## config.mk

```make
export PLATFORM = sky130hd
export DESIGN_NAME = vga_sync_gen
export DESIGN_NICKNAME = d
export VERILOG_FILES = /design/src/rtl/vga_timing_pkg.sv /design/src/rtl/vga_sync_window.sv /design/src/rtl/vga_sync_gen.sv
export SDC_FILE = /design/constraint.sdc
export NUM_CORES = 1
export LEC_CHECK = 0
export ABC_AREA = 1
export CAP_MARGIN = 5
export CORE_UTILIZATION = 56
export DETAILED_ROUTE_END_ITERATION = 10
export PLACE_DENSITY = 0.83
export SYNTH_ARGS = -nofsm -noshare
export SYNTH_HDL_FRONTEND = slang
export SYNTH_SLANG_ARGS = --single-unit
```

## constraint.sdc

```tcl
create_clock -name clk_i -period 3.9 [get_ports clk_i]
set_clock_uncertainty 0.15 [all_clocks]
set_input_delay 0.975 -clock clk_i [delete_from_list [all_inputs] [get_ports clk_i]]
set_output_delay 0.975 -clock clk_i [all_outputs]
set_load 0.03 [all_outputs]
```

## src/rtl/vga_timing_pkg.sv

```systemverilog
// VGA timing package: default 640x480 timing constants, count width and the
// run/drain FSM state encoding shared by the sync generator and its windows.
package vga_timing_pkg;

    localparam int CNT_W = 10;

    localparam int DEF_TOTAL_COLS    = 800;
    localparam int DEF_TOTAL_ROWS    = 525;
    localparam int DEF_ACTIVE_COLS   = 640;
    localparam int DEF_ACTIVE_ROWS   = 480;
    localparam int DEF_H_FRONT_PORCH = 16;
    localparam int DEF_H_SYNC_WIDTH  = 96;
    localparam int DEF_V_FRONT_PORCH = 10;
    localparam int DEF_V_SYNC_WIDTH  = 2;

    typedef enum logic [1:0] {
        ST_IDLE  = 2'd0,
        ST_RUN   = 2'd1,
        ST_DRAIN = 2'd2
    } vga_state_t;

endpackage

```

## src/rtl/vga_sync_window.sv

```systemverilog
// Registered in-window flag: asserts when the (next) count lies in
// [start, start+length-1] and the (next) state is not IDLE. INACTIVE_LVL
// selects the polarity so active-low outputs come straight from the flop.
module vga_sync_window
    import vga_timing_pkg::*;
#(
    parameter logic INACTIVE_LVL = 1'b0
) (
    input  logic             clk_i,
    input  logic             rst_n_i,
    input  logic [CNT_W-1:0] i_count,
    input  logic [CNT_W-1:0] i_start,
    input  logic [CNT_W-1:0] i_length,
    input  vga_state_t       i_state,
    output logic             o_flag
);

    logic             w_in_window;
    logic [CNT_W:0]   w_end_excl;
    logic             r_flag;

    // Window membership of the upcoming count; one extra bit keeps start+length from wrapping
    always_comb begin
        w_end_excl  = {1'b0, i_start} + {1'b0, i_length};
        w_in_window = (i_state != ST_IDLE) &&
                      ({1'b0, i_count} >= {1'b0, i_start}) &&
                      ({1'b0, i_count} <  w_end_excl);
    end

    // Register the flag so it lines up with the registered counts
    always_ff @(posedge clk_i or negedge rst_n_i) begin
        if (!rst_n_i) begin
            r_flag <= INACTIVE_LVL;
        end else begin
            r_flag <= w_in_window ? ~INACTIVE_LVL : INACTIVE_LVL;
        end
    end

    assign o_flag = r_flag;

endmodule

```

## src/rtl/vga_sync_gen.sv

```systemverilog
// VGA sync generator: col/row raster with a run/drain FSM that only stops on
// whole-frame boundaries. All outputs are decoded from the next count/state
// and registered, so syncs and frame_start align with the counts.
// Optional macro VGA_PORCH_SYNC_EN adds active-low monitor sync pulses;
// without it Hsync_pulse_o/Vsync_pulse_o are tied high.
module vga_sync_gen
    import vga_timing_pkg::*;
#(
    parameter int TOTAL_COLS    = DEF_TOTAL_COLS,
    parameter int TOTAL_ROWS    = DEF_TOTAL_ROWS,
    parameter int ACTIVE_COLS   = DEF_ACTIVE_COLS,
    parameter int ACTIVE_ROWS   = DEF_ACTIVE_ROWS,
    parameter int H_FRONT_PORCH = DEF_H_FRONT_PORCH,
    parameter int H_SYNC_WIDTH  = DEF_H_SYNC_WIDTH,
    parameter int V_FRONT_PORCH = DEF_V_FRONT_PORCH,
    parameter int V_SYNC_WIDTH  = DEF_V_SYNC_WIDTH
) (
    input  logic             clk_i,
    input  logic             rst_n_i,
    input  logic             run_i,
    output logic             Hsync_o,
    output logic             Vsync_o,
    output logic [CNT_W-1:0] col_count_o,
    output logic [CNT_W-1:0] row_count_o,
    output logic             frame_start_o,
    output logic             busy_o,
    output logic             Hsync_pulse_o,
    output logic             Vsync_pulse_o
);

    localparam logic [CNT_W-1:0] L_ZERO     = {CNT_W{1'b0}};
    localparam logic [CNT_W-1:0] L_ONE      = {{(CNT_W-1){1'b0}}, 1'b1};
    localparam logic [CNT_W-1:0] L_COL_LAST = CNT_W'(TOTAL_COLS - 1);
    localparam logic [CNT_W-1:0] L_ROW_LAST = CNT_W'(TOTAL_ROWS - 1);
    localparam logic [CNT_W-1:0] L_ACT_COLS = CNT_W'(ACTIVE_COLS);
    localparam logic [CNT_W-1:0] L_ACT_ROWS = CNT_W'(ACTIVE_ROWS);

    vga_state_t       r_state;
    logic [CNT_W-1:0] r_col;
    logic [CNT_W-1:0] r_row;
    logic             r_frame_start;
    logic             r_busy;

    vga_state_t       w_next_state;
    logic [CNT_W-1:0] w_next_col;
    logic [CNT_W-1:0] w_next_row;
    logic             w_next_fs;
    logic             w_col_end;
    logic             w_row_end;
    logic             w_frame_end;

    // Next raster position, FSM state and frame-start decode
    always_comb begin
        w_col_end    = (r_col == L_COL_LAST);
        w_row_end    = (r_row == L_ROW_LAST);
        w_frame_end  = w_col_end && w_row_end;
        w_next_state = r_state;
        w_next_col   = r_col;
        w_next_row   = r_row;
        w_next_fs    = 1'b0;
        case (r_state)
            ST_IDLE: begin
                w_next_col = L_ZERO;
                w_next_row = L_ZERO;
                if (run_i) begin
                    w_next_state = ST_RUN;
                    w_next_fs    = 1'b1;
                end else begin
                    w_next_state = ST_IDLE;
                end
            end
            ST_RUN, ST_DRAIN: begin
                w_next_col = w_col_end ? L_ZERO : (r_col + L_ONE);
                if (w_col_end) begin
                    w_next_row = w_row_end ? L_ZERO : (r_row + L_ONE);
                end else begin
                    w_next_row = r_row;
                end
                if (run_i) begin
                    w_next_state = ST_RUN;
                    w_next_fs    = w_frame_end;
                end else if ((r_state == ST_DRAIN) && w_frame_end) begin
                    // Drained a complete frame: park without a new frame_start
                    w_next_state = ST_IDLE;
                    w_next_col   = L_ZERO;
                    w_next_row   = L_ZERO;
                    w_next_fs    = 1'b0;
                end else begin
                    w_next_state = ST_DRAIN;
                    w_next_fs    = w_frame_end;
                end
            end
            default: begin
                w_next_state = ST_IDLE;
                w_next_col   = L_ZERO;
                w_next_row   = L_ZERO;
                w_next_fs    = 1'b0;
            end
        endcase
    end

    // State, counts, frame-start strobe and busy flag registers
    always_ff @(posedge clk_i or negedge rst_n_i) begin
        if (!rst_n_i) begin
            r_state       <= ST_IDLE;
            r_col         <= L_ZERO;
            r_row         <= L_ZERO;
            r_frame_start <= 1'b0;
            r_busy        <= 1'b0;
        end else begin
            r_state       <= w_next_state;
            r_col         <= w_next_col;
            r_row         <= w_next_row;
            r_frame_start <= w_next_fs;
            r_busy        <= (w_next_state != ST_IDLE);
        end
    end

    assign col_count_o   = r_col;
    assign row_count_o   = r_row;
    assign frame_start_o = r_frame_start;
    assign busy_o        = r_busy;

    vga_sync_window #(.INACTIVE_LVL(1'b0)) u_h_active (
        .clk_i    (clk_i),
        .rst_n_i  (rst_n_i),
        .i_count  (w_next_col),
        .i_start  (L_ZERO),
        .i_length (L_ACT_COLS),
        .i_state  (w_next_state),
        .o_flag   (Hsync_o)
    );

    vga_sync_window #(.INACTIVE_LVL(1'b0)) u_v_active (
        .clk_i    (clk_i),
        .rst_n_i  (rst_n_i),
        .i_count  (w_next_row),
        .i_start  (L_ZERO),
        .i_length (L_ACT_ROWS),
        .i_state  (w_next_state),
        .o_flag   (Vsync_o)
    );

`ifdef VGA_PORCH_SYNC_EN
    localparam logic [CNT_W-1:0] L_HP_START = CNT_W'(ACTIVE_COLS + H_FRONT_PORCH);
    localparam logic [CNT_W-1:0] L_HP_LEN   = CNT_W'(H_SYNC_WIDTH);
    localparam logic [CNT_W-1:0] L_VP_START = CNT_W'(ACTIVE_ROWS + V_FRONT_PORCH);
    localparam logic [CNT_W-1:0] L_VP_LEN   = CNT_W'(V_SYNC_WIDTH);

    vga_sync_window #(.INACTIVE_LVL(1'b1)) u_h_pulse (
        .clk_i    (clk_i),
        .rst_n_i  (rst_n_i),
        .i_count  (w_next_col),
        .i_start  (L_HP_START),
        .i_length (L_HP_LEN),
        .i_state  (w_next_state),
        .o_flag   (Hsync_pulse_o)
    );

    vga_sync_window #(.INACTIVE_LVL(1'b1)) u_v_pulse (
        .clk_i    (clk_i),
        .rst_n_i  (rst_n_i),
        .i_count  (w_next_row),
        .i_start  (L_VP_START),
        .i_length (L_VP_LEN),
        .i_state  (w_next_state),
        .o_flag   (Vsync_pulse_o)
    );
`else
    assign Hsync_pulse_o = 1'b1;
    assign Vsync_pulse_o = 1'b1;
`endif

endmodule

```

[Yosys cells after proc, flatten, opt, wreduce, memory -nomap -nowiden]
Index checks and enable logic that the tools add are counted.
Word-level totals
  bits in registers: 26
  input port bits: 3
  output and inout port bits: 26
Cells by class
  add/sub/neg operators: 2
  $lt $le $gt $ge: 4
  equality and inequality tests: 4
  muxes and demuxes: 19
  reduce and logical (&&, ||, !) cells: 9
Operators by type and width (count)
  two-way mux 10 bit: 9
  adder 10 x 1 -> 10 bit, second input constant: 2
  equality test 10 bit, second input constant: 2
  >= comparator 10 x 1 -> 1 bit, second input constant: 2
  less-than comparator 10 bit, second input constant: 1
  less-than comparator 10 x 9 -> 1 bit, second input constant: 1
  logical AND 1 bit: 6
  two-way mux 1 bit: 6
  two-way mux 2 bit: 2
  case mux 2 bit (2 select lines): 1
  equality test 2 x 1 -> 1 bit, second input constant: 1
  equality test 2 bit, second input constant: 1
  logical NOT 2 bit: 1
  case mux 1 bit (2 select lines): 1
  nonzero test 2 bit: 1
  OR reduction 2 bit: 1

[Longest topological paths before layout]
Gate-level depths: netlist of the first run.
  depth in word-level cells: 10
  gate-level depth with buffers: 11
  depth with buffers taken out: 11

[By module]
Synthesis of the first run repeated with hierarchy kept, for this count alone.
Unflattened totals
  cell total of the unflattened synthesis: 484
  area total of the unflattened synthesis: 3328.2 um^2
By module, submodules not included
  vga_sync_window: instances 2, cells each 145, area each 949.7 um^2
  vga_sync_gen: instances 1, cells each 194, area each 1428.9 um^2

[Worst setup path before layout of the first run]
No wires, ideal clock.
  path type: reg2reg
  start: register r_col[0], in the netlist col_count_o[0]
  end: register u_v_active.r_flag, in the netlist u_v_active.o_flag
  setup time: 0.121 ns
  data arrival time: 1.551 ns
  path slack: 2.078 ns
  stages on the path, launching flop included: 11
  path buffers: 0
  clock period less this slack: 1.822 ns
  cells stage by stage: dfrtp_1 ha_1 nand3_1 nor2_4 nand2_4 nor2_4 nand2_1 nand2_2 nand2_2 nand2_1 a21oi_2
On the way
  longest elaborated chain between the ends: 10
  elaborated cells on any way between the ends: 16
  those cells by class: order compare: 2; eq/ne: 1; mux: 8; reduce/logical: 5
Ends and longest elaborated chain
  from (decl): line vga_sync_gen.sv:39  | logic [CNT_W-1:0] r_col;
  from (signal assigned): line vga_sync_gen.sv:112  | r_col <= w_next_col;
  equality test 10 bit (*): line vga_sync_gen.sv:54  | w_col_end = (r_col == L_COL_LAST);
  logical AND 1 bit: line vga_sync_gen.sv:56  | w_frame_end = w_col_end && w_row_end;
  logical AND 1 bit: line vga_sync_gen.sv:82  | end else if ((r_state == ST_DRAIN) && w_frame_end) begin
  two-way mux 10 bit / two-way mux 2 bit (equally long branches): line vga_sync_gen.sv:82
  two-way mux 10 bit / two-way mux 2 bit (equally long branches): line vga_sync_gen.sv:79  | if (run_i) begin
  two-way mux 10 bit / case mux 2 bit (2 select lines) (equally long branches): line vga_sync_gen.sv:61  | case (r_state)
  >= comparator 10 x 1 -> 1 bit / nonzero test 2 bit (equally long branches): line vga_sync_window.sv:26, vga_sync_window.sv:25
  logical AND 1 bit: line vga_sync_window.sv:25  | w_in_window = (i_state != ST_IDLE) &&
  logical AND 1 bit (*): line vga_sync_window.sv:26  | ({1'b0, i_count} >= {1'b0, i_start}) &&
  net u_v_active.w_in_window: line vga_sync_window.sv:18  | logic w_in_window;
  two-way mux 1 bit (*): line vga_sync_window.sv:35  | r_flag <= w_in_window ? ~INACTIVE_LVL : INACTIVE_LVL;
  to (signal assigned): line vga_sync_window.sv:35
  to (decl): line vga_sync_window.sv:20  | logic r_flag;
Mark *: on every way through the listed nets, which the timed path passes. The rest lies on a longest branch.

[Final worst setup path of the first run]
  start: register r_col[7], in the netlist col_count_o[7]
  end: output col_count_o[7]
RTL lines
  to (decl): line vga_sync_gen.sv:23  | output logic [CNT_W-1:0] col_count_o,
No word-level cell between the ends.

==> impl_summary.md, run 1 <==
Status
The run finished with clean final reports.

Die
The starting density of the core is 0.615. The number of core rows is 18. The die outline area is about 0.003 mm². The I/O pin count is 29. The die boundary height is 55.1 µm. The die is between 50 and 60 µm wide. The core area is between 0.002 and 0.003 mm².

Synthesis
The yosys synthesis warning count is 0. The share of synthesized area in the top cell type comes to 0.412. In the post-synthesis netlist, the biggest area contributors are sky130_fd_sc_hd__dfrtp_1 (41%), sky130_fd_sc_hd__nand2_1 (13%), sky130_fd_sc_hd__inv_1 (7.6%), sky130_fd_sc_hd__nor2_1 (5.7%), sky130_fd_sc_hd__ha_1 (4.8%). After synthesis the netlist holds a flip-flop and latch count of 26. The number of distinct library cells after synthesis is 29. The cell accounting for the most synthesized area is sky130_fd_sc_hd__dfrtp_1. The cell area that synthesis handed to floorplanning was 0.00158 mm².

The average size of a mapped cell is roughly 7.7 µm². The fraction of the yosys area taken by sequential cells is 0.412. The number of standard cells after synthesis is 206.

Power
After layout, the design draws a total of 0.000812 W. IR analysis of the VDD net gives a maximum drop of between 0.4 and 0.5 mV. For this design the ratio of total power to cell area is 430 mW/mm². Summed over all cells, the static leakage comes to about 0.94 nW.

Placement
The total half-perimeter wirelength after legalization and detailed placement is between 2 and 3 mm. The port buffer count is 26. Routability-driven placement finished with a final weighted congestion of 0.921. In this run, placement finished with an instance count of around 260.

OpenSTA, run right after detailed placement, puts the worst setup slack at ~1.6 ns.

Worst hold path
The worst hold path begins at col_count_o[0]$_DFF_PN0_. Counting instances, the worst hold path has a depth of 1. The path class of the tightest hold or removal check is register to register.

For hold timing, the worst endpoint is col_count_o[0]$_DFF_PN0_.

Layout
In the layout the commonest cells are sky130_fd_sc_hd__nand2_1 (54), sky130_fd_sc_hd__inv_1 (32), sky130_fd_sc_hd__dfrtp_1 (26), sky130_fd_sc_hd__clkdlybuf4s50_1 (26), sky130_fd_sc_hd__nor2_1 (24). The ratio of cells with drive above 1 in the final layout is 0.145. The layout net count is 245. The non-filler instance count after layout is 264. The leading cell type in the layout, fill and taps excluded is sky130_fd_sc_hd__nand2_1. 0 antenna diodes ended up in the layout. From synthesis to final layout, the design area changed by 19.7%.

The layout has 210 filler cells.

Setup path
The reg-to-reg critical path endpoint is u_v_active.o_flag$_DFF_PN0_. The number of buffers and inverters on the critical path is 1. The worst setup path is captured at an output port. The depth of the most critical reg-to-reg path is 7.

The dominant delay contributor by cell family on the critical path is buffers and inverters. The critical path goes through clkdlybuf4s50_1. On the critical path, the stage with the largest delay is an instance of sky130_fd_sc_hd__clkdlybuf4s50_1. The origin of the critical flop-to-flop path is r_state[0]$_DFF_PN0_.

The worst setup slack for register-to-register paths is 1.94 ns. For the worst setup path, the data arrival time is between 1.5 and 2 ns. The nature of the critical path startpoint is a register.

Of all nets on the critical path, the largest fanout is 8. The largest stage delay on the critical path is 0.73 ns. The critical path data required time is approximately 2.8 ns. The start-to-end type of the worst setup path is register to output port.

Timing
The total negative setup slack is 0 ns. Timing would allow up to 0.372 GHz. In the post-route analysis, the smallest setup slack over all paths is 1.21 ns. The final number of max-transition violations is 0. The number of hold-slack violations in the final timing report is 0. Setup repair after global routing left no endpoint under its margin. Of the available clock period, the critical path in the final layout requires 0.689. The post-route minimum period is 2.69 ns. The count of endpoints failing setup in the final report is 0.

Drt
The total wire length is approximately 3.5 mm. The overall via count from detail_route is 1,415. The routed wire length per instance is approximately 13 µm. For this block, the initial DRC count from the detailed router was between 40 and 50. In this run the remaining antenna-violating nets after routing total 0.

The detailed-route DRC error count is 0. After detailed routing, the number of vias per cell comes to 5.36. The pre-antenna-repair detailed-routing pass consisted of 4 iterations.

Clock network
The clock-pin slew reported for the worst setup and hold paths after clock tree synthesis is ~0.13 ns. The clock reaches the later pin of the worst-skew pair after 0.32 ns. The number of buffers inserted during clock tree synthesis is 3. The cell sitting at the root of the clock tree is a sky130_fd_sc_hd__clkbuf_4. The post-CTS resize count is 0.

The maximum level of the CTS H-tree is 1. Buffers inserted to repair hold after CTS numbered 0. The total clock sinks is 26.

The clock passes through at most 2 buffers. The buffers inserted during post-CTS setup optimization is 0. TritonCTS built the clock tree.

Global routing
The leftover overflow at the end of global routing is 0. The total routing resource utilization after global routing is 0.258. The first-pass GRT wire length is between 5 and 6 mm. Entering global routing, the biggest net connects 27 pins. The number of antenna violations at the first check in global routing is 0. The number of global-route vias before repair is approximately 1,300.

Run
The tool flagged a number of max-cap violations equal to 0.
-- power breakdown --
group	switching, W	internal (W)
sequential	0.0000230	0.000309
combinational	0.000248	0.000120
clock	0.0000759	0.0000362
-- registers in the layout, indices dropped and copies added, names as in the netlist --
register and cells:
row_count_o 10, u_v_active.o_flag 1, u_h_active.o_flag 1, frame_start_o 1, busy_o 1, col_count_o 10, r_state 2
-- through the flow --
| stage | hold WS, ns | utilization | instance area, µm² |
|---|---|---|---|
| finish | 0.352 | 0.736 | 1890 |
| global route | 0.382 | 0.736 | 1890 |
| CTS | 0.357 | 0.736 | 1890 |
| detailed placement | 0.333 | 0.728 | 1870 |
| global placement | 0.331 | 0.728 | 1870 |
| floorplan | 0.487 | - | 1580 |
-- synth_stat cells --
cell                        count
sky130_fd_sc_hd__nand2_4        1
sky130_fd_sc_hd__nand4_1        3
sky130_fd_sc_hd__ha_1           6
sky130_fd_sc_hd__nand3_1       15
sky130_fd_sc_hd__conb_1         1
sky130_fd_sc_hd__nand4_2        1
sky130_fd_sc_hd__nor3_2         1
sky130_fd_sc_hd__buf_2          1
sky130_fd_sc_hd__nand2_2        2
sky130_fd_sc_hd__a211oi_2       2
sky130_fd_sc_hd__buf_4          2
sky130_fd_sc_hd__xor2_1         2
sky130_fd_sc_hd__a21oi_1        2
sky130_fd_sc_hd__inv_1         32
sky130_fd_sc_hd__a2bb2oi_2      1
sky130_fd_sc_hd__nor3_1         1
sky130_fd_sc_hd__dfrtp_1       26
sky130_fd_sc_hd__nand3_2        3
sky130_fd_sc_hd__nor2_2         8
sky130_fd_sc_hd__a32o_1         1
sky130_fd_sc_hd__inv_2          5
sky130_fd_sc_hd__o21ai_0        1
sky130_fd_sc_hd__nor3b_1        2
sky130_fd_sc_hd__nor2_4         3
sky130_fd_sc_hd__nor2_1        24
sky130_fd_sc_hd__a21oi_2        2
sky130_fd_sc_hd__nand2_1       54
sky130_fd_sc_hd__o21ai_1        3
sky130_fd_sc_hd__o21ai_2        1
-- final cells by class --
cell class / count / area (µm²) / share of cell area
clock buffer: 3 / 22.5 / 0.0119
inverter: 37 / 139 / 0.0735
multi-input combinational: 141 / 773 / 0.409
sequential: 26 / 651 / 0.344
tap: 30 / 37.5 / 0.0199
timing repair buffer: 27 / 268 / 0.142
-- layer usage --
layer | track usage | part of all wire
met1 | 0.317 | 0.44
met2 | 0.440 | 0.49
met3 | 0.0355 | 0.044
met4 | 0.125 | 0.023
met5 | 0 | 0
-- logic make-up (layout without fill, tap and decap cells) --
family          count (synthesis)  in the layout  synth area share
fa+ha+maj                       6              6            0.0475
other cells                     1              2           0.00237
compound gates                 13             13            0.0673
xor+xnor                        2              2            0.0111
simple gates                  118            118             0.359
buf+inv                        40             67             0.101
flops                          26             26             0.412
-- worst max-delay path by stage --
stage / from / endpoint / slack, ns / cells after the start
after floorplan: col_count_o[0]$_DFF_PN0_ / u_v_active.o_flag$_DFF_PN0_ / 2.08 / 10
after global placement: col_count_o[7]$_DFF_PN0_ / col_count_o[7] / 1.63 / 1
final: col_count_o[7]$_DFF_PN0_ / col_count_o[7] / 1.21 / 1
after detailed placement: col_count_o[7]$_DFF_PN0_ / col_count_o[7] / 1.60 / 1
after global routing: col_count_o[7]$_DFF_PN0_ / col_count_o[7] / 1.16 / 1
after CTS: col_count_o[7]$_DFF_PN0_ / col_count_o[7] / 1.22 / 1
Power figures use the tool's default switching activity.
==> run 2, diff against run 1 <==
--- a/config.mk
+++ b/config.mk
@@ -7,9 +7,9 @@
 export LEC_CHECK = 0
 export ABC_AREA = 1
 export CAP_MARGIN = 5
-export CORE_UTILIZATION = 56
+export CORE_UTILIZATION = 52
 export DETAILED_ROUTE_END_ITERATION = 10
-export PLACE_DENSITY = 0.83
+export PLACE_DENSITY = 0.77
 export SYNTH_ARGS = -nofsm -noshare
 export SYNTH_HDL_FRONTEND = slang
 export SYNTH_SLANG_ARGS = --single-unit
==> constraint.sdc (replaced) <==
create_clock -name clk_i -period 2.8 [get_ports clk_i]
set_clock_uncertainty 0.15 [all_clocks]
set_input_delay 0.7 -clock clk_i [delete_from_list [all_inputs] [get_ports clk_i]]
set_output_delay 0.7 -clock clk_i [all_outputs]
set_load 0.03 [all_outputs]
==> run 2 against run 1 <==
Against the previous run: the run now ends with design-rule violations left; core utilization fell by 5.1 points; register-to-register slack got worse by 1.1 ns; hold slack better by 0.0084 ns; first-iteration DRC count increased by 48%; non-clock buffer count stayed put; combinational power grew 41%; worst setup slack lost 0.85 ns; clock power is 140% higher; largest cell class unchanged; highest routed layer unchanged.
==> impl_summary.md, run 2 (synthesis results as in run 1) <==
Placement
The worst setup slack before clock tree synthesis was 0.759 ns (-0.838 ns). The port buffer count came to 26 (unchanged). The final weighted congestion in routability-driven placement is 0.829 (-10%). The total half-perimeter wirelength after legalization and detailed placement is 2.70 mm (+0.67%).

Setup path
The reg-to-reg critical path endpoint is u_v_active.o_flag$_DFF_PN0_. The setup path with the least slack is of type register to output port. The origin of the critical flop-to-flop path is r_state[0]$_DFF_PN0_. The nature of the critical path startpoint is a register. The critical path data required time is 1.95 ns (-0.82 ns).

The count of buffer and inverter cells on the critical path is 1 (unchanged). The worst setup path is captured at an output port. Among all stages on the critical path, the largest delay is contributed by sky130_fd_sc_hd__clkdlybuf4s50_1. The signal on the critical path passes through clkdlybuf4s50_1. The biggest fanout along the worst timing path is 8 (unchanged). The depth of the most critical reg-to-reg path was 7 (unchanged).

The critical path depth in cells is 1 (unchanged). The endpoint arrival time on the critical path is 1.59 ns (+0.03 ns). The worst setup slack for register-to-register paths is 0.83 ns (-1.11 ns).

The largest stage delay on the critical path was 0.73 ns (about the same). In this design, the largest share of critical-path delay is due to buffers and inverters. In this run the worst setup path begins at col_count_o[7]$_DFF_PN0_. The most critical setup path has its endpoint at col_count_o[7].

Layout
The ratio of cells with drive above 1 in the final layout is 0.149 (+0.00364). The leading cell type in the layout, fill and taps excluded is sky130_fd_sc_hd__nand2_1. The number of filler instances in the final layout is 247 (+18%). The number of diodes added for antenna fixing is 0 (unchanged). The layout net count is 245 (unchanged). The top cell types in the final layout, fill and taps aside, are sky130_fd_sc_hd__nand2_1 (54), sky130_fd_sc_hd__inv_1 (32), sky130_fd_sc_hd__dfrtp_1 (26), sky130_fd_sc_hd__clkdlybuf4s50_1 (26), sky130_fd_sc_hd__nor2_1 (24). The area growth from synthesis to layout is 21.7%.

Clock network
TritonCTS built the clock tree. The total clock sinks is 26 (unchanged). The number of buffers on the longest clock path is 2 (unchanged). The number of buffers inserted by hold repair at cts is 0 (unchanged). The insertion delay of the later-clocked pin in the worst-skew pair is 0.34 ns (+0.02 ns). The post-CTS resize count is 0 (unchanged). The root buffer cell chosen for the clock tree is sky130_fd_sc_hd__clkbuf_4. The clock-pin slew reported for the worst setup and hold paths after clock tree synthesis is 0.15 ns (+0.02 ns). The number of buffers inserted during clock tree synthesis was 3 (unchanged).

The buffers inserted during post-CTS setup optimization was 0 (unchanged). The maximum level of the CTS H-tree is 1 (unchanged).

Drt
The total wire length is 3.58 mm (+3.3%). The iteration count of the initial detailed-routing pass is 7 (+3). The detailed-route DRC error count is 3 (+3). The detailed-route vias per instance is 5.38 (+0.30%).

The number of nets still failing antenna checks after routing is 0 (unchanged). The overall via count from detail_route is 1,430 (+1.1%). The starting DRC count in detailed routing was 65 (+48%).

The routed wire length per instance was 13.5 µm (+2.5%).

Global routing
The number of global-route vias before repair is 1,358 (+4.7%). The total routing resource utilization after global routing was 0.244 (-0.0140). The largest net degree at the start of global routing is 27 (unchanged). The first-pass GRT wire length is 6.01 mm (+9.3%). The number of antenna violations at the first check in global routing is 0 (unchanged). The leftover overflow at the end of global routing is 0 (unchanged).

Timing
Subtracting the final worst setup slack from the clock period gives 2.44 ns. The final number of max-transition violations is 0 (unchanged). The final worst setup slack was 0.359 ns (-0.854 ns). The count of endpoints failing setup in the final report is 0 (unchanged). Setup repair after global routing left no endpoint under its margin. Timing would allow up to between 0.4 and 0.5 GHz. The total negative setup slack was 0 ns (unchanged). Of the available clock period, the critical path in the final layout requires 0.872.

The number of hold-slack violations in the final timing report is 0 (unchanged).

Die
The starting density of the core is 0.563 (-0.0521). The number of core rows is 19 (+1). The I/O pin count is 29 (unchanged). The horizontal extent of the die was 57.1 µm (+3.6%). The die outline area came to 0.00326 mm² (+7.4%). The die boundary height is 57.1 µm (+3.6%). The core area was 0.00281 mm² (+9.3%).

Power
The worst voltage drop across the vdd grid is 0.502 mV (+14%). The power per unit of standard cell area was 652 mW/mm² (+52%). The standby leakage power is 0.956 nW (+1.5%).

Status
The checks that failed: design-rule violations. The flow ran to the end, but the final reports show violations.

Worst hold path
The min-delay analysis places its worst path in the category register to register.

Run
The total of max-cap violations came to 0 (unchanged).
==> run 2: cell count changes in the layout (fill, tap and decap cells not counted), sizes merged <==
cell,delta
bufinv,+1
==> run 2: worst min-delay path by stage <==
stage                          endpoint  depth (start not counted)  slack [ns]                startpoint
6_report       col_count_o[0]$_DFF_PN0_                          1        0.36  col_count_o[0]$_DFF_PN0_
3_5_place_dp   col_count_o[0]$_DFF_PN0_                          1        0.34  col_count_o[0]$_DFF_PN0_
3_3_place_gp   col_count_o[0]$_DFF_PN0_                          1        0.33  col_count_o[0]$_DFF_PN0_
4_1_cts        col_count_o[0]$_DFF_PN0_                          1        0.37  col_count_o[0]$_DFF_PN0_
2_1_floorplan          busy_o$_DFF_PN0_                          0        0.25                   rst_n_i
5_1_grt        col_count_o[0]$_DFF_PN0_                          1        0.38  col_count_o[0]$_DFF_PN0_
==> run 2: area by class of cell <==
type                    instances  area, µm²  share of cell area
clock inverters                 1       30.0              0.0156
inverters                      37        139              0.0723
repair buffers                 27        268               0.139
clock buffers                   3       22.5              0.0117
multi-input cells             141        773               0.402
flip-flops and latches         26        651               0.339
well taps                      31       38.8              0.0202
==> run 2: metrics by stage <==
stage	instances	cell area, µm²	util	hold WS [ns]	total power (W)
final	266	1920	0.685	0.360	0.00125
after global routing	266	1920	0.685	0.381	0.00133
after CTS	266	1920	0.685	0.368	0.00126
after detailed placement	262	1870	0.666	0.345	0.000987
after global placement	262	1870	0.666	0.327	0.000963
after floorplan	207	1580	-	0.254	0.000816
==> run 2: where the power goes <==
group          switching [W]  internal, W  total (W)
logic               0.000352     0.000168   0.000520
clock network       0.000123     0.000145   0.000268
registers          0.0000339     0.000430   0.000464
total               0.000510     0.000743    0.00125
==> run 2: layer usage <==
metal | vias to the layer above | wire [µm] | track usage
li1 | 691 | - | -
met1 | 692 | 1490 | 0.297
met2 | 40 | 1880 | 0.430
met3 | 7 | 160 | 0.0317
met4 | 0 | 59 | 0.111
met5 | - | 0 | 0
==> run 3, diff against run 2 <==
--- a/config.mk
+++ b/config.mk
@@ -9,6 +9,7 @@
 export CAP_MARGIN = 5
 export CORE_UTILIZATION = 52
 export DETAILED_ROUTE_END_ITERATION = 10
+export GPL_TIMING_DRIVEN = 0
 export PLACE_DENSITY = 0.77
 export SYNTH_ARGS = -nofsm -noshare
 export SYNTH_HDL_FRONTEND = slang
==> run 3 against run 2 <==
Against the previous run: the run still ends with design-rule violations left; routed wire length is 8.8% lower; sequential power hardly changed; combinational power is 0.8% lower; fmax is 0.12% lower; sequential share of layout area is 0.69 points lower; highest routed layer unchanged.
==> impl_summary.md, run 3 (synthesis results as in run 1) <==
Status
The flow ran to the end, but the final reports show violations. The final reports fail on design-rule violations.

Drt
The starting DRC count in detailed routing is 47 (-28%). The number of nets still failing antenna checks after routing is 0 (unchanged). The detailed-route vias per instance was 5.12 (-4.7%). The total wire length is 3.27 mm (-8.8%). The overall via count from detail_route is 1,378 (-3.6%). The routed wire length per instance was 12.2 µm (-9.8%). The detailed-route DRC error count was 3 (unchanged). The iteration count of the initial detailed-routing pass is 7 (unchanged).

Die
The core area came to 0.00281 mm² (unchanged). The die boundary height is 57.1 µm (unchanged). The number of core rows is 19 (unchanged). The starting density of the core is 0.563 (unchanged). The die outline area is 0.00326 mm² (unchanged). The I/O pin count is 29 (unchanged). The horizontal extent of the die is 57.1 µm (unchanged).

Layout
The library cells used most frequently in the layout, excluding fill and tap cells, are sky130_fd_sc_hd__nand2_1 (54), sky130_fd_sc_hd__inv_1 (32), sky130_fd_sc_hd__dfrtp_1 (26), sky130_fd_sc_hd__clkdlybuf4s50_1 (26), sky130_fd_sc_hd__nor2_1 (24). The leading cell type in the layout, fill and taps excluded is sky130_fd_sc_hd__nand2_1. The ratio of cells with drive above 1 in the final layout is 0.160 (+0.0107).

Compared with the post-synthesis result, the final layout area differs by 24.2%. The utilization after layout is 0.699 (+0.0143). The number of diodes added for antenna fixing is 0 (unchanged).

The layout net count came to 248 (+1.2%).

Timing
The total negative setup slack was 0 ns (unchanged). The final number of max-transition violations came to 0 (unchanged). The actual transition at the worst max-transition pin is 0.531 ns. The hold slack is 0.349 ns (-0.0118 ns). The count of endpoints failing setup in the final report is 0 (unchanged). The maximum operating frequency is 0.409 GHz (-0.12%).

The final worst setup slack was 0.356 ns (-0.00301 ns). The part of the cycle the worst path needs is 0.873 (+0.00107). The relative max-transition margin is 0.645. Setup repair after global routing left no endpoint under its margin. The number of hold-slack violations in the final timing report was 0 (unchanged). The post-route minimum period came to 2.44 ns (+0.00301 ns).

Clock network
The number of buffers inserted by hold repair at cts is 0 (unchanged). The number of buffers inserted during clock tree synthesis was 3 (unchanged). TritonCTS built the clock tree.

The buffers inserted during post-CTS setup optimization is 0 (unchanged). The total clock sinks is 26 (unchanged). The cell at the root of the clock tree is sky130_fd_sc_hd__clkbuf_4. The insertion delay of the later-clocked pin in the worst-skew pair was 0.33 ns (about the same). The number of buffers on the longest clock path is 2 (unchanged). The post-CTS resize count was 0 (unchanged). The maximum level of the CTS H-tree is 1 (unchanged). The clock-pin slew reported for the worst setup and hold paths after clock tree synthesis is 0.14 ns (about the same).

Global routing
The number of global-route vias before repair came to 1,228 (-9.6%). The number of antenna violations at the first check in global routing is 0 (unchanged). The leftover overflow at the end of global routing came to 0 (unchanged).

The total routing resource utilization after global routing is 0.213 (-0.0305). The largest net degree at the start of global routing is 27 (unchanged). The first-pass GRT wire length was 5.44 mm (-9.4%).

Power
The switching power of the nets is 0.000489 W (-4.1%). The combinational share of power is 0.416 (about the same). The worst voltage drop across the vdd grid is 0.505 mV (+0.70%). The register share of total power is 0.372 (about the same). The cell internal power dissipation came to 0.000751 W (+1.1%).

The clock power share is 0.212 (-0.002). The switching share of total power is 0.394 (-0.0126). The standby leakage power is 0.976 nW (+2.1%). The power consumption was 0.00124 W (-1.0%). The power per unit of standard cell area came to 632 mW/mm² (-3.0%).

Setup path
The signal on the critical path passes through clkdlybuf4s50_1. On the critical path, the stage with the largest delay is an instance of sky130_fd_sc_hd__clkdlybuf4s50_1. Among cell families on the critical path, the largest total delay comes from buffers and inverters.

The depth of the most critical reg-to-reg path was 8 (+1). The start-to-end type of the worst setup path is register to output port. The largest stage delay on the critical path is 0.73 ns (about the same). STA classifies the critical path startpoint as a register. Tracing the worst setup path back leads to its startpoint at col_count_o[7]$_DFF_PN0_. The endpoint kind of the worst setup timing path is an output port. The biggest fanout along the worst timing path was 8 (unchanged). The count of buffer and inverter cells on the critical path came to 1 (unchanged). The origin of the critical flop-to-flop path is r_state[1]$_DFF_PN0_.

The critical path depth in cells came to 1 (unchanged). The endpoint arrival time on the critical path came to 1.59 ns (about the same). The critical path data required time is 1.95 ns (about the same).

Worst hold path
The start point of the worst min-delay path is col_count_o[0]$_DFF_PN0_. The worst min-delay path class is register to register. The number of cells on the worst hold path is 1 (unchanged).

Placement
The port buffer count is 26 (unchanged). The final weighted congestion in routability-driven placement is 0.818 (-1.3%). The worst setup slack before clock tree synthesis is 0.532 ns (-0.227 ns).

The total half-perimeter wirelength after legalization and detailed placement was 2.47 mm (-8.7%).

Run
The total of max-cap violations is 0 (unchanged).
-- run 3: cell count changes in the layout (fill, tap and decap cells not counted) --
cell	delta
sky130_fd_sc_hd__buf_4	+1
sky130_fd_sc_hd__buf_16	+1
sky130_fd_sc_hd__buf_2	+1
-- run 3: final timing paths --
path | slack [ns] | endpoint
worst max register to register | 0.90 | u_v_active.o_flag$_DFF_PN0_
max in group asynchronous | 1.49 | col_count_o[7]$_DFF_PN0_
worst min register to register | 0.35 | col_count_o[0]$_DFF_PN0_
worst min-delay path | 0.35 | col_count_o[0]$_DFF_PN0_
worst max-delay path | 0.36 | col_count_o[7]
min in group asynchronous | 0.54 | r_state[1]$_DFF_PN0_
-- run 3: routing by layer --
metal | GRT usage | vias to the layer above | part of all wire
li1 | - | 701 | -
met1 | 0.297 | 645 | 0.46
met2 | 0.355 | 28 | 0.49
met3 | 0.0272 | 4 | 0.035
met4 | 0.0557 | 0 | 0.0089
met5 | 0 | - | 0
-- run 3: per-stage QoR --
step	area [µm²]	instances
after floorplan	1580	207
after global placement	1880	264
after detailed placement	1880	264
after CTS	1930	268
after global routing	1960	269
final	1960	269
-- run 3: worst register-to-register path: stages (launching register included) --
cell	delay, ns
sky130_fd_sc_hd__dfrtp_1	0.42
sky130_fd_sc_hd__inv_1	0.06
sky130_fd_sc_hd__ha_1	0.28
sky130_fd_sc_hd__buf_2	0.22
sky130_fd_sc_hd__inv_1	0.12
sky130_fd_sc_hd__nor2_2	0.28
sky130_fd_sc_hd__nand3_2	0.12
sky130_fd_sc_hd__nand2_1	0.12
sky130_fd_sc_hd__a21oi_2	0.04
-- run 3: power groups by stage --
stage	logic (W)	registers, W	clock network, W
floorplan	0.000271	0.000545	0
global placement	0.000499	0.000465	0
detailed placement	0.000514	0.000469	0
CTS	0.000516	0.000462	0.000267
global route	0.000565	0.000465	0.000281
finish	0.000516	0.000461	0.000263
-- run 3: cell type report --
| class | instances | area (µm²) |
|---|---|---|
| Fill cell | 233 | 843 |
| Multi-Input combinational cell | 141 | 773 |
| Sequential cell | 26 | 651 |
| Timing Repair Buffer | 27 | 288 |
| Inverter | 37 | 139 |
| Tap cell | 31 | 38.8 |
| Clock inverter | 1 | 30.0 |
| Clock buffer | 3 | 22.5 |
| Buffer | 3 | 20.0 |
